### src/rtl/hex_scan_if.sv
// Bus between a display source and the hex_scan sequencer:
// word/request/invalidate in, per-digit write strokes and status out.
interface hex_scan_if;
    logic [15:0] data;
    logic        req;
    logic        inval;
    logic        busy;
    logic        done;
    logic        en;
    logic [3:0]  val;
    logic [1:0]  dig;

    modport master (
        output data, req, inval,
        input  busy, done, en, val, dig
    );

    modport slave (
        input  data, req, inval,
        output busy, done, en, val, dig
    );
endinterface

### src/rtl/hex_scan.sv
// hex_scan: turns a 16-bit word into four per-digit write strokes for the
// 7-segment hex decoder, one nibble per clock. Scans start on request, on a
// periodic refresh tick, or from a coalesced pending request, and can skip
// digits whose nibble is unchanged since it was last written.
module hex_scan #(
    parameter int PERIOD       = 50000,
    parameter bit ONLY_CHANGED = 1'b1
) (
    input  logic     clk,
    input  logic     rst,
    hex_scan_if.slave bus
);

    typedef enum logic [2:0] {IDLE, SEND0, SEND1, SEND2, SEND3} state_t;

    localparam int            CW       = (PERIOD > 1) ? $clog2(PERIOD) : 1;
    localparam logic [CW-1:0] CNT_LAST = (PERIOD > 0) ? CW'(PERIOD - 1) : '0;

    state_t        state_q, state_d;
    logic [CW-1:0] cnt_q;
    logic          tick;
    logic          start;
    logic          pending_q;
    logic [15:0]   shadow_q;
    logic [3:0]    mask_q;
    logic [15:0]   last_q;

    logic          en_q, en_d;
    logic [3:0]    val_q, val_d;
    logic [1:0]    dig_q, dig_d;
    logic          busy_q, busy_d;
    logic          done_q, done_d;

    logic [15:0]   src;
    logic [1:0]    k;
    logic [3:0]    nib;

    // Digit index carried by a SEND state (IDLE maps to 0).
    function automatic logic [1:0] dig_of(input state_t s);
        case (s)
            SEND1:   return 2'd1;
            SEND2:   return 2'd2;
            SEND3:   return 2'd3;
            default: return 2'd0;
        endcase
    endfunction

    assign tick  = (PERIOD != 0) && (cnt_q == CNT_LAST);
    assign start = (state_q == IDLE) && (bus.req || tick || pending_q);

    // Free-running refresh prescaler; held at 0 when refresh is disabled.
    always_ff @(posedge clk) begin
        if (rst || PERIOD == 0 || tick) cnt_q <= '0;
        else                            cnt_q <= cnt_q + CW'(1);
    end

    // State register.
    always_ff @(posedge clk) begin
        if (rst) state_q <= IDLE;
        else     state_q <= state_d;
    end

    // Next-state logic: one digit per clock, always back through IDLE.
    always_comb begin
        state_d = state_q;
        case (state_q)
            IDLE:    if (start) state_d = SEND0;
            SEND0:   state_d = SEND1;
            SEND1:   state_d = SEND2;
            SEND2:   state_d = SEND3;
            SEND3:   state_d = IDLE;
            default: state_d = IDLE;
        endcase
    end

    // Output logic for the coming cycle; digit 0 reads the live word because
    // the shadow is loaded on the same edge.
    always_comb begin
        src    = (state_q == IDLE) ? bus.data : shadow_q;
        k      = dig_of(state_d);
        nib    = src[{k, 2'b00} +: 4];
        busy_d = (state_d != IDLE);
        en_d   = busy_d && !(ONLY_CHANGED && mask_q[k] && (nib == last_q[{k, 2'b00} +: 4]));
        val_d  = busy_d ? nib : 4'd0;
        dig_d  = k;
        done_d = (state_q == SEND3);
    end

    // Registered outputs.
    always_ff @(posedge clk) begin
        if (rst) begin
            en_q   <= 1'b0;
            val_q  <= 4'd0;
            dig_q  <= 2'd0;
            busy_q <= 1'b0;
            done_q <= 1'b0;
        end else begin
            en_q   <= en_d;
            val_q  <= val_d;
            dig_q  <= dig_d;
            busy_q <= busy_d;
            done_q <= done_d;
        end
    end

    // Shadow word: frozen for the whole scan so data changes cannot tear it.
    always_ff @(posedge clk) begin
        if (start) shadow_q <= bus.data;
    end

    // One-deep pending flag: requests or ticks during a scan coalesce.
    always_ff @(posedge clk) begin
        if (rst)                                        pending_q <= 1'b0;
        else if (start)                                 pending_q <= 1'b0;
        else if (state_q != IDLE && (bus.req || tick))  pending_q <= 1'b1;
    end

    // Written-digit tracking; an invalidate clears every mask bit and beats
    // any update landing on the same edge.
    always_ff @(posedge clk) begin
        if (rst) begin
            mask_q <= 4'b0000;
            last_q <= 16'h0000;
        end else begin
            if (en_q) last_q[{dig_q, 2'b00} +: 4] <= val_q;
            if (bus.inval)  mask_q         <= 4'b0000;
            else if (en_q)  mask_q[dig_q]  <= 1'b1;
        end
    end

    assign bus.en   = en_q;
    assign bus.val  = val_q;
    assign bus.dig  = dig_q;
    assign bus.busy = busy_q;
    assign bus.done = done_q;

endmodule

### src/flat_wrapper.sv
// flat-port wrapper written by rule: the top's interface ports become plain ports
module hex_scan_flat 
#(
    parameter int PERIOD       = 50000,
    parameter bit ONLY_CHANGED = 1'b1
)
  (clk, rst, bus_data, bus_req, bus_inval, bus_busy, bus_done, bus_en, bus_val, bus_dig);
  hex_scan_if bus_i ();
  input  logic clk;
  input  logic rst;
  input wire logic [$bits(bus_i.data)-1:0] bus_data;
  input wire logic [$bits(bus_i.req)-1:0] bus_req;
  input wire logic [$bits(bus_i.inval)-1:0] bus_inval;
  output wire logic [$bits(bus_i.busy)-1:0] bus_busy;
  output wire logic [$bits(bus_i.done)-1:0] bus_done;
  output wire logic [$bits(bus_i.en)-1:0] bus_en;
  output wire logic [$bits(bus_i.val)-1:0] bus_val;
  output wire logic [$bits(bus_i.dig)-1:0] bus_dig;
  assign bus_i.data = bus_data;
  assign bus_i.req = bus_req;
  assign bus_i.inval = bus_inval;
  assign bus_busy = bus_i.busy;
  assign bus_done = bus_i.done;
  assign bus_en = bus_i.en;
  assign bus_val = bus_i.val;
  assign bus_dig = bus_i.dig;
  hex_scan #(.PERIOD(PERIOD), .ONLY_CHANGED(ONLY_CHANGED)) u_core (.clk(clk), .rst(rst), .bus(bus_i));
endmodule
### config.mk
export PLATFORM = sky130hd
export DESIGN_NAME = hex_scan_flat
export DESIGN_NICKNAME = d
export VERILOG_FILES = /design/src/rtl/hex_scan_if.sv /design/src/rtl/hex_scan.sv /design/src/flat_wrapper.sv
export SDC_FILE = /design/constraint.sdc
export NUM_CORES = 1
export LEC_CHECK = 0
export ABC_CLOCK_PERIOD_IN_PS = 3400
export BUFFER_PORTS_ARGS = -buffer_cell sky130_fd_sc_hd__buf_4
export CELL_PAD_IN_SITES_DETAIL_PLACEMENT = 0
export CELL_PAD_IN_SITES_GLOBAL_PLACEMENT = 1
export CORE_ASPECT_RATIO = 1.4
export CORE_UTILIZATION = 46
export CTS_CLUSTER_SIZE = 30
export DETAILED_ROUTE_END_ITERATION = 12
export MAX_ROUTING_LAYER = met4
export PLACE_DENSITY = 0.82
export SETUP_SLACK_MARGIN = 0.4
export SLEW_MARGIN = 25
export SYNTH_ARGS = -nofsm -noshare
export SYNTH_HDL_FRONTEND = slang
export SYNTH_SLANG_ARGS = --single-unit
### constraint.sdc
create_clock -name clk -period 3.4 [get_ports clk]
set_input_delay 0.17 -clock clk [delete_from_list [all_inputs] [get_ports clk]]
set_output_delay 0.17 -clock clk [all_outputs]
set_load 0.03 [all_outputs]
==> results of run 1 <==
==> kinds of logic after synthesis <==
kind of cell | Yosys count | synth area share [%]
AOI/OAI and AO/OA | 48 | 11.9
xor gates and xnor gates | 15 | 4.61
adders and majority gates | 9 | 3.95
buffers and inverters | 20 | 3.51
DFF | 65 | 51.3
muxes | 9 | 6.24
and+or+nand+nor | 100 | 18.4
==> metal layers <==
metal | wire length, microns | vias up
li1 | - | 1047
met1 | 2750 | 1025
met2 | 3130 | 48
met3 | 188 | 13
met4 | 124 | 0
met5 | 0 | -
==> registers in the layout (all words and copies together) (netlist names) <==
name	flops
u_core.mask_q	4
u_core.shadow_q	16
u_core.pending_q	1
u_core.state_q	3
u_core.bus.val	4
u_core.bus.en	1
u_core.bus.busy	1
u_core.bus.dig	2
u_core.last_q	16
u_core.cnt_q	16
u_core.bus.done	1
==> layout make-up <==
class                      count  area share, %
timing repair buffer          41           9.86
multi-input combinational    181           38.0
inverter                       9          0.994
tap                           70           2.58
sequential                    65           43.0
clock inverter                 3           1.18
clock buffer                  13           4.38
==> cells in the final DEF (no fill, tap or decap), types with 2 or more instances in the layout <==
master	instances
dlygate4sd3_1	11
clkinv_2	2
o22ai_1	3
xnor2_1	11
and4_1	3
o221ai_1	2
or4b_2	2
mux4_1	3
o21ai_0	3
nand2_1	11
a2111oi_0	2
edfxtp_1	16
nand4_1	3
xor2_1	4
nand3_1	6
clkbuf_1	3
mux4_2	2
nor4b_1	3
inv_1	9
dfxtp_1	49
mux2i_1	2
nand2b_1	5
ha_1	9
and2_1	4
a22oi_1	17
buf_4	30
nor3_1	7
nor4bb_1	2
or3_1	4
and3_1	4
clkbuf_8	10
nor2_1	39
a21oi_1	10
==> power groups by stage <==
stage | logic, mW | clock network [mW] | registers, mW
2_1_floorplan | 0.136 | 0 | 0.893
3_3_place_gp | 0.207 | 0 | 0.894
3_5_place_dp | 0.210 | 0 | 0.897
4_1_cts | 0.221 | 0.655 | 0.879
5_1_grt | 0.238 | 0.682 | 0.883
6_report | 0.221 | 0.633 | 0.879
==> how the worst max path moves through the flow <==
stage | startpoint | to | cells after the start
after floorplan | u_core.cnt_q[0] | u_core.shadow_q[0] | 6
after global placement | u_core.state_q[1] | u_core.bus.en | 5
after detailed placement | u_core.bus.dig[0] | u_core.last_q[3] | 5
after CTS | u_core.bus.dig[0] | u_core.last_q[3] | 5
after global routing | u_core.bus.dig[0] | u_core.last_q[2] | 5
final | u_core.bus.dig[0] | u_core.last_q[3] | 5
==> what timing repair did <==
action                     CTS  global route
setup endpoints to repair    0             0
setup buffers                0             0
hold buffers                11             0
hold endpoints to repair    11             0
==> metrics by stage <==
step	instances	utilization, %	cell area, sq um	hold WS, ns
2_1_floorplan	266	-	2850	0.247
3_3_place_gp	355	52.5	3100	0.349
3_5_place_dp	355	52.5	3100	0.349
4_1_cts	382	57.6	3400	0.00399
5_1_grt	382	57.6	3400	0.00503
6_report	382	57.6	3400	0.0160
==> results.tsv, run 1 <==
stage	metric	value	unit
min_path	hold_path_class	in2reg	
die	initial_utilization	48.3	%
pwr	power.share.sequential	50.7	%
min_path	hold_end	u_core.shadow_q[14]	
layout	multi_input_comb_area	1290	sq um
clock_network	cts.sinks	65	
grt	track_usage	22.2	%
synthesis	synth_top_area_cell	dfxtp_1	
synthesis	synth_cell_types	52	
pwr	power.internal	1.30	mW
detailed_routing	dr.pass1.iters	4	
critical_path	cp.required	3.66	ns
die	dieWidth	68.5	microns
synthesis	synthArstFlopShare	0	%
detailed_routing	drc_errors	0	
clock_network	clockRootBuffer	clkbuf_8	
die	die_area	6520	sq um
grt	use_met3	4.55	%
clock_network	cts_buffers	9	
critical_path	r2r-end	u_core.last_q[3]	
status	outcome	finished clean	
critical_path	crit_buf_inv	1	
die	die_y	95.1	microns
critical_path	critPathMaxStageDelay	0.72	ns
clock_network	htree_levels	3	
detailed_routing	viasPerCell	5.58	
detailed_routing	routed_wl	6.19	mm
clock_network	clock_latency	0.34	ns
layout	drive_gt1_share	17.0	%
placement	port_buffers	28	
sta	final-hold-violation-count	0	
grt	first_global_vias	2116	
pwr	total_power	1.73	mW
synthesis	synth-seq-cells	65	
synthesis	synth_area_leaders	dfxtp_1 (34%), edfxtp_1 (17%), nor2_1 (5.1%), a22oi_1 (4.5%), ha_1 (4.0%)	
critical_path	critical_path_arrival	2.35	ns
grt	use_met1	25.9	%
critical_path	critPathSlowestCell	nor4b_1	
critical_path	path_cells	inv_1, ha_1, nor4b_1, a22oi_1, nor2_1	
pwr	netSwitchingFraction	25.1	%
min_path	hold_depth	1	
pwr	power_switching	435	uW
clock_network	cts_tree	built	
critical_path	worstSetupStartpointType	register	
synthesis	yosysMostFrequentCell	dfxtp_1	
synthesis	synth_warnings	0	
sta	fin_ws	1.31	ns
critical_path	ff2ff_path_depth	5	
clock_network	clk_pin_slew_worst_paths	0.07	ns
synthesis	synth_nets	295	
grt	grtUsageMet2	35.5	%
grt	grt_pass1_wl	10.0	mm
critical_path	reg2reg_slack	1.31	ns
synthesis	syn_area_per_cell	10.7	sq um
critical_path	cp-end-kind	register	
pwr	vdd_drop_max	0.000324	V
critical_path	crit_type	reg2reg	
sta	tightest_slew	0.798	ns
job	drv_cap	0	
critical_path	critPathTopFamily	simple AND/OR/NAND/NOR gates	
detailed_routing	drtIter0Drc	101	
synthesis	synthFlopType	dfxtp_1	
die	core_area	5900	sq um
critical_path	path_max_fanout	9	
die	rows	33	
placement	hpwl	4.32	mm
synthesis	synthCells	266	
sta	setup_viol	0	
detailed_routing	antenna_left	0	
detailed_routing	wire_per_inst	16.2	microns
clock_network	cts_resized	0	
sta	rsz0062_at_grt	false	
pwr	p_clk_share	36.5	%
synthesis	synth_edf_count	16	
sta	timing.fmax	480	MHz
sta	slew_viol_final	0	
layout	fillerInstances	556	
placement	dp_slack	1.38	ns
synthesis	netlist.area_leader.share	34.4	%
synthesis	synth-seq-area-share	51.3	%
layout	nNetsFinal	336	
critical_path	timing.rr.start	u_core.bus.dig[0]	
grt	grt_max_degree	29	
pwr	p_per_area	510	nW/um^2
sta	fin_crit_sh	61.3	%
grt	antenna_found_initial	0	
clock_network	cts_buffer_depth	2	
layout	syn_to_final_growth	19.3	%
pwr	power.leakage	1.25	nW
synthesis	synthTopCellsByCount	dfxtp_1 (49), nor2_1 (39), a22oi_1 (17)	
min_path	hold_path_startpoint	bus_data[14]	
sta	period_needed	2.09	ns
detailed_routing	via_count	2133	
grt	overflow	0	
synthesis	netlist_area	2850	sq um
sta	worst_slew_margin_rel	46.0	%
sta	clock_skew	0.00646	ns
sta	setup_tns	0	ns
layout	antenna_cells	0	
placement	gp_congestion	0.778	
pwr	pwr-share-comb	12.7	%
layout	seqCellArea	1460	sq um
die	io_pins	29	
grt	top_usage_layer	met2	
No activity file was read; power rests on OpenSTA's default activity.
==> run 2, diff against run 1 <==
Settings changed: ABC_CLOCK_PERIOD_IN_PS 3400 to 2100.
Clock period 3.4 ns to 2.1 ns, I/O delays scaled along.
==> run 2 against run 1 <==
Net effect:
- via count rose by 3.1%
- core utilization rose by 4.5 points
- hold slack better by 0.13 ns
- clock-buffer cell count decreased by 1
- maximum frequency rose by 24%
- die area did not move
- first-iteration DRC count grew 5.0%
- final cell count up 3.9%
- final area is 7.8% higher
- routed wire length up 6.9%
- combinational power rose by 91%
- largest cell class unchanged
- highest routed layer unchanged
==> results.tsv, run 2 (synthesis results as in run 1) <==
stage	metric	value	unit
sta	clock_skew	0.00900	ns
sta	worst_slew_margin_rel	63.1	%
critical_path	cp-startpoint	u_core.state_q[0]	
sta	setup_tns	0	ns
detailed_routing	dr.pass1.iters	4	
grt	grt_max_degree	29	
critical_path	path_max_fanout	17	
critical_path	critPathSlowestCell	dfxtp_4	
die	core_area	5900	sq um
placement	gp_congestion	0.850	
critical_path	crit_type	reg2reg	
sta	final-hold-violation-count	0	
die	dieWidth	68.5	microns
grt	overflow	0	
detailed_routing	viasPerCell	5.54	
critical_path	reg2reg_slack	0.42	ns
critical_path	critical_path_arrival	1.91	ns
critical_path	cp.required	2.32	ns
layout	final_common_cell	nor2_1	
critical_path	cp_num_cells	6	
job	drv_cap	0	
layout	final_cell_mix	nor2_1 (39), buf_4 (36), dfxtp_1 (35)	
critical_path	critPathMaxStageDelay	0.40	ns
critical_path	cp-endpoint	u_core.bus.en	
clock_network	clk_pin_slew_worst_paths	0.07	ns
sta	period_needed	1.68	ns
layout	nNetsFinal	351	
placement	hpwl	4.50	mm
detailed_routing	drtIter0Drc	106	
pwr	p_per_area	780	nW/um^2
sta	slew_viol_final	0	
clock_network	clock_latency	0.33	ns
pwr	vdd_drop_max	0.000479	V
critical_path	timing.rr.start	u_core.state_q[0]	
status	outcome	finished clean	
critical_path	ff2ff_path_depth	6	
critical_path	worstSetupStartpointType	register	
clock_network	cts.sinks	65	
detailed_routing	drc_errors	0	
detailed_routing	antenna_left	0	
clock_network	cts_buffer_depth	2	
sta	fin_crit_sh	80.2	%
layout	drive_gt1_share	27.2	%
grt	antenna_found_initial	0	
min_path	hold_path_class	in2reg	
detailed_routing	routed_wl	6.62	mm
critical_path	critPathTopFamily	compound AO/OA/AOI/OAI gates	
grt	first_global_vias	2281	
die	die_y	95.1	microns
detailed_routing	wire_per_inst	16.7	microns
pwr	power.leakage	1.34	nW
clock_network	htree_levels	3	
layout	stdcell_count	397	
sta	timing.fmax	594	MHz
sta	tightest_slew	0.553	ns
critical_path	crit_buf_inv	1	
clock_network	cts_buffers	9	
die	die_area	6520	sq um
die	io_pins	29	
critical_path	path_cells	buf_8, mux2i_1, a2bb2oi_1, o41ai_1, o221ai_1, o21a_1	
die	initial_utilization	48.3	%
sta	setup_viol	0	
critical_path	r2r-end	u_core.bus.en	
critical_path	cp-end-kind	register	
placement	port_buffers	28	
detailed_routing	via_count	2199	
grt	track_usage	23.7	%
sta	rsz0062_at_grt	true	
placement	dp.cells	358	
layout	antenna_cells	0	
die	rows	33	
layout	reg_top3	u_core.cnt_q x16, u_core.last_q x16, u_core.shadow_q x16	
clock_network	cts_tree	built	
grt	grt_pass1_wl	10.6	mm
layout	syn_to_final_growth	28.7	%
layout	fillerInstances	512	
clock_network	clockRootBuffer	clkbuf_8	
## run 2: per-layer routing
layer | global-route usage (%) | wire, microns
met1 | 23.8 | 2590
met2 | 41.0 | 3570
met3 | 5.02 | 266
met4 | 13.4 | 189
met5 | - | 0
## run 2: worst register-to-register path: stages (launching register included)
cell	delay [ns]
dfxtp_4	0.40
buf_8	0.17
mux2i_1	0.20
a2bb2oi_1	0.11
o41ai_1	0.33
o221ai_1	0.18
o21a_1	0.19
## run 2: worst min-delay path by stage
stage | startpoint | endpoint | slack [ns] | cells after the start
after floorplan | bus_inval | u_core.mask_q[0] | 0.18 | 1
after global placement | bus_data[13] | u_core.shadow_q[13] | 0.28 | 1
after detailed placement | bus_data[13] | u_core.shadow_q[13] | 0.28 | 1
after CTS | rst | u_core.cnt_q[2] | 0.12 | 2
after global routing | rst | u_core.last_q[10] | 0.14 | 2
final | rst | u_core.last_q[4] | 0.14 | 2
## run 2: layout make-up
cell class	instances	area, sq um	share of cell area (%)
repair buffers	56	478	13.0
clock inverters	4	42.5	1.16
inverters	9	33.8	0.922
multi-input cells	181	1390	37.8
clock buffers	12	145	3.96
flip-flops and latches	65	1490	40.7
well taps	70	87.6	2.39
## run 2: timing repair
action                                  in CTS  in global routing
cloned                                       1                  0
endpoints found under the hold margin       20                  0
buffers inserted                             5                  0
hold buffers                                17                  0
endpoints found under the setup margin      24                 37
resized for setup                           24                 14
pin swaps                                    5                  6
## run 2: report_power, final
part / internal (mW) / switching, mW / total (mW)
clock network: 0.572 / 0.445 / 1.02
logic: 0.211 / 0.212 / 0.423
registers: 1.35 / 0.0665 / 1.42
total: 2.14 / 0.723 / 2.86
## run 2: per-stage QoR
step	area [sq um]	util [%]	hold slack [ns]	setup slack [ns]	power, mW
after floorplan	2890	-	0.182	0.255	1.68
after global placement	3160	53.5	0.284	0.256	1.80
after detailed placement	3160	53.5	0.284	0.260	1.80
after CTS	3620	61.3	0.124	0.386	2.87
after global routing	3670	62.1	0.139	0.351	2.98
final	3670	62.1	0.145	0.416	2.86
==> run 3, diff against run 2 <==
Settings changed: ABC_CLOCK_PERIOD_IN_PS 2100 to 1400, CORE_UTILIZATION 46 to 41, PLACE_DENSITY 0.82 to 0.77.
Clock period 2.1 ns to 1.4 ns, I/O delays scaled along.
==> run 3 against run 2 <==
Net effect:
- the flow now finishes with violations (setup timing)
- sequential share of layout area decreased by 8.6 points
- routed wire length rose by 14%
- via count grew 9.2%
- combinational power grew 120%
- register-to-register slack worse by 0.68 ns
- critical path depth did not move
==> results.tsv, run 3 (synthesis results as in run 1) <==
stage	metric	value	unit
die	die_y	101	microns
clock_network	cts_buffer_depth	2	
sta	final-hold-violation-count	0	
sta	timing.fmax	602	MHz
placement	gp_congestion	0.824	
critical_path	critical_path_arrival	1.94	ns
pwr	vdd_drop_max	0.000713	V
layout	drive_gt1_share	56.8	%
grt	grt_pass1_wl	12.0	mm
sta	tightest_slew	0.383	ns
critical_path	crit_type	reg2reg	
layout	stdcell_count	472	
sta	worst_slew_margin_rel	74.4	%
status	outcome	finished, violations left	
grt	first_global_vias	2470	
placement	hpwl	4.91	mm
die	core_area	6660	sq um
sta	period_needed	1.66	ns
die	io_pins	29	
clock_network	clockRootBuffer	clkbuf_8	
status	violations	setup timing	
layout	antenna_cells	0	
sta	clock_skew	0.0104	ns
layout	reg_top3	u_core.cnt_q x16, u_core.last_q x16, u_core.shadow_q x16	
critical_path	critPathSlowestCell	or4b_2	
die	initial_utilization	42.8	%
clock_network	clock_latency	0.35	ns
sta	hold_slack	0.0227	ns
sta	fin_ws	-0.262	ns
pwr	p_per_area	972	nW/um^2
detailed_routing	drtIter0Drc	117	
placement	dp.cells	422	
layout	final_common_cell	buf_4	
detailed_routing	routed_wl	7.52	mm
grt	antenna_found_initial	0	
critical_path	critPathMaxStageDelay	0.62	ns
clock_network	cts.sinks	65	
critical_path	worstSetupStartpointType	register	
layout	syn_to_final_growth	64.3	%
detailed_routing	wire_per_inst	15.9	microns
sta	slew_viol_final	0	
detailed_routing	drc_errors	0	
min_path	hold_path_class	in2reg	
placement	port_buffers	28	
grt	overflow	0	
sta	rsz0062_at_grt	true	
clock_network	htree_levels	3	
grt	grt_max_degree	29	
die	die_area	7290	sq um
grt	track_usage	22.8	%
clock_network	cts_buffers	9	
sta	fin_crit_sh	119	%
layout	fillerInstances	505	
die	rows	35	
clock_network	cts_tree	built	
layout	nNetsFinal	404	
placement	dp_slack	-0.327	ns
critical_path	cp.required	1.68	ns
die	dieWidth	72.5	microns
critical_path	cp-end-kind	register	
detailed_routing	via_count	2401	
sta	setup_viol	36	
layout	final_cell_mix	buf_4 (58), buf_6 (32), nor2_1 (31)	
job	drv_cap	0	
detailed_routing	dr.pass1.iters	4	
detailed_routing	viasPerCell	5.09	
clock_network	clk_pin_slew_worst_paths	0.07	ns
detailed_routing	antenna_left	0	
critical_path	path_cells	buf_6, or4b_2, a21oi_1, a2111oi_2, o221ai_1, o21a_1	
pwr	power.leakage	1.72	nW
critical_path	path_max_fanout	9	
## run 3: worst max-delay path, delay by kind of cell (launching register included)
| family | cells | cell delay [ns] |
|---|---|---|
| simple gates | 1 | 0.62 |
| compound gates | 4 | 0.46 |
| flops | 1 | 0.37 |
| buf+inv | 1 | 0.15 |
## run 3: layer usage
metal	global-route usage (%)	vias to the layer above	share of wire, %
li1	-	1181	-
met1	24.9	1177	41
met2	40.6	32	55
met3	4.30	11	1.9
met4	8.60	0	1.9
met5	-	-	0
## run 3: path summary, 6_finish.rpt
kind | from | end | slack [ns] | depth (start not counted)
worst min-delay path | bus_data[0] | u_core.shadow_q[0] | 0.02 | 2
worst max-delay path | u_core.state_q[0] | u_core.bus.en | -0.26 | 6
worst max register to register | u_core.state_q[0] | u_core.bus.en | -0.26 | 6
worst min register to register | u_core.last_q[8] | u_core.last_q[8] | 0.51 | 2
## run 3: area by class of cell
type | instances | area (sq um) | share of cell area (%)
Timing Repair Buffer | 109 | 1010 | 21.6
Inverter | 9 | 41.3 | 0.882
Clock buffer | 9 | 124 | 2.65
Tap cell | 92 | 115 | 2.46
Multi-Input combinational cell | 181 | 1830 | 39.0
Clock inverter | 7 | 61.3 | 1.31
Sequential cell | 65 | 1500 | 32.1
## run 3: timing repair
item / CTS / global route
buffers inserted: 11 / 7
setup endpoints to repair: 68 / 67
endpoints found under the hold margin: 19 / 0
pin swaps: 36 / 25
resized for setup: 94 / 44
hold buffers: 16 / 0
## run 3: power breakdown
group / internal, mW / switching [mW]
Combinational: 0.491 / 0.418
Sequential: 2.03 / 0.0949
Clock: 0.802 / 0.710
Total: 3.33 / 1.22
## run 3: metrics by stage
stage	cell area (sq um)	setup TNS (ns)	utilization, %	power [mW]
6_report	4680	-6.06	70.3	4.55
5_1_grt	4680	-8.59	70.3	4.74
4_1_cts	4400	-5.60	66.1	4.51
3_5_place_dp	3610	-5.79	54.2	2.84
3_3_place_gp	3610	-5.98	54.2	2.83
2_1_floorplan	2990	-7.78	-	2.55
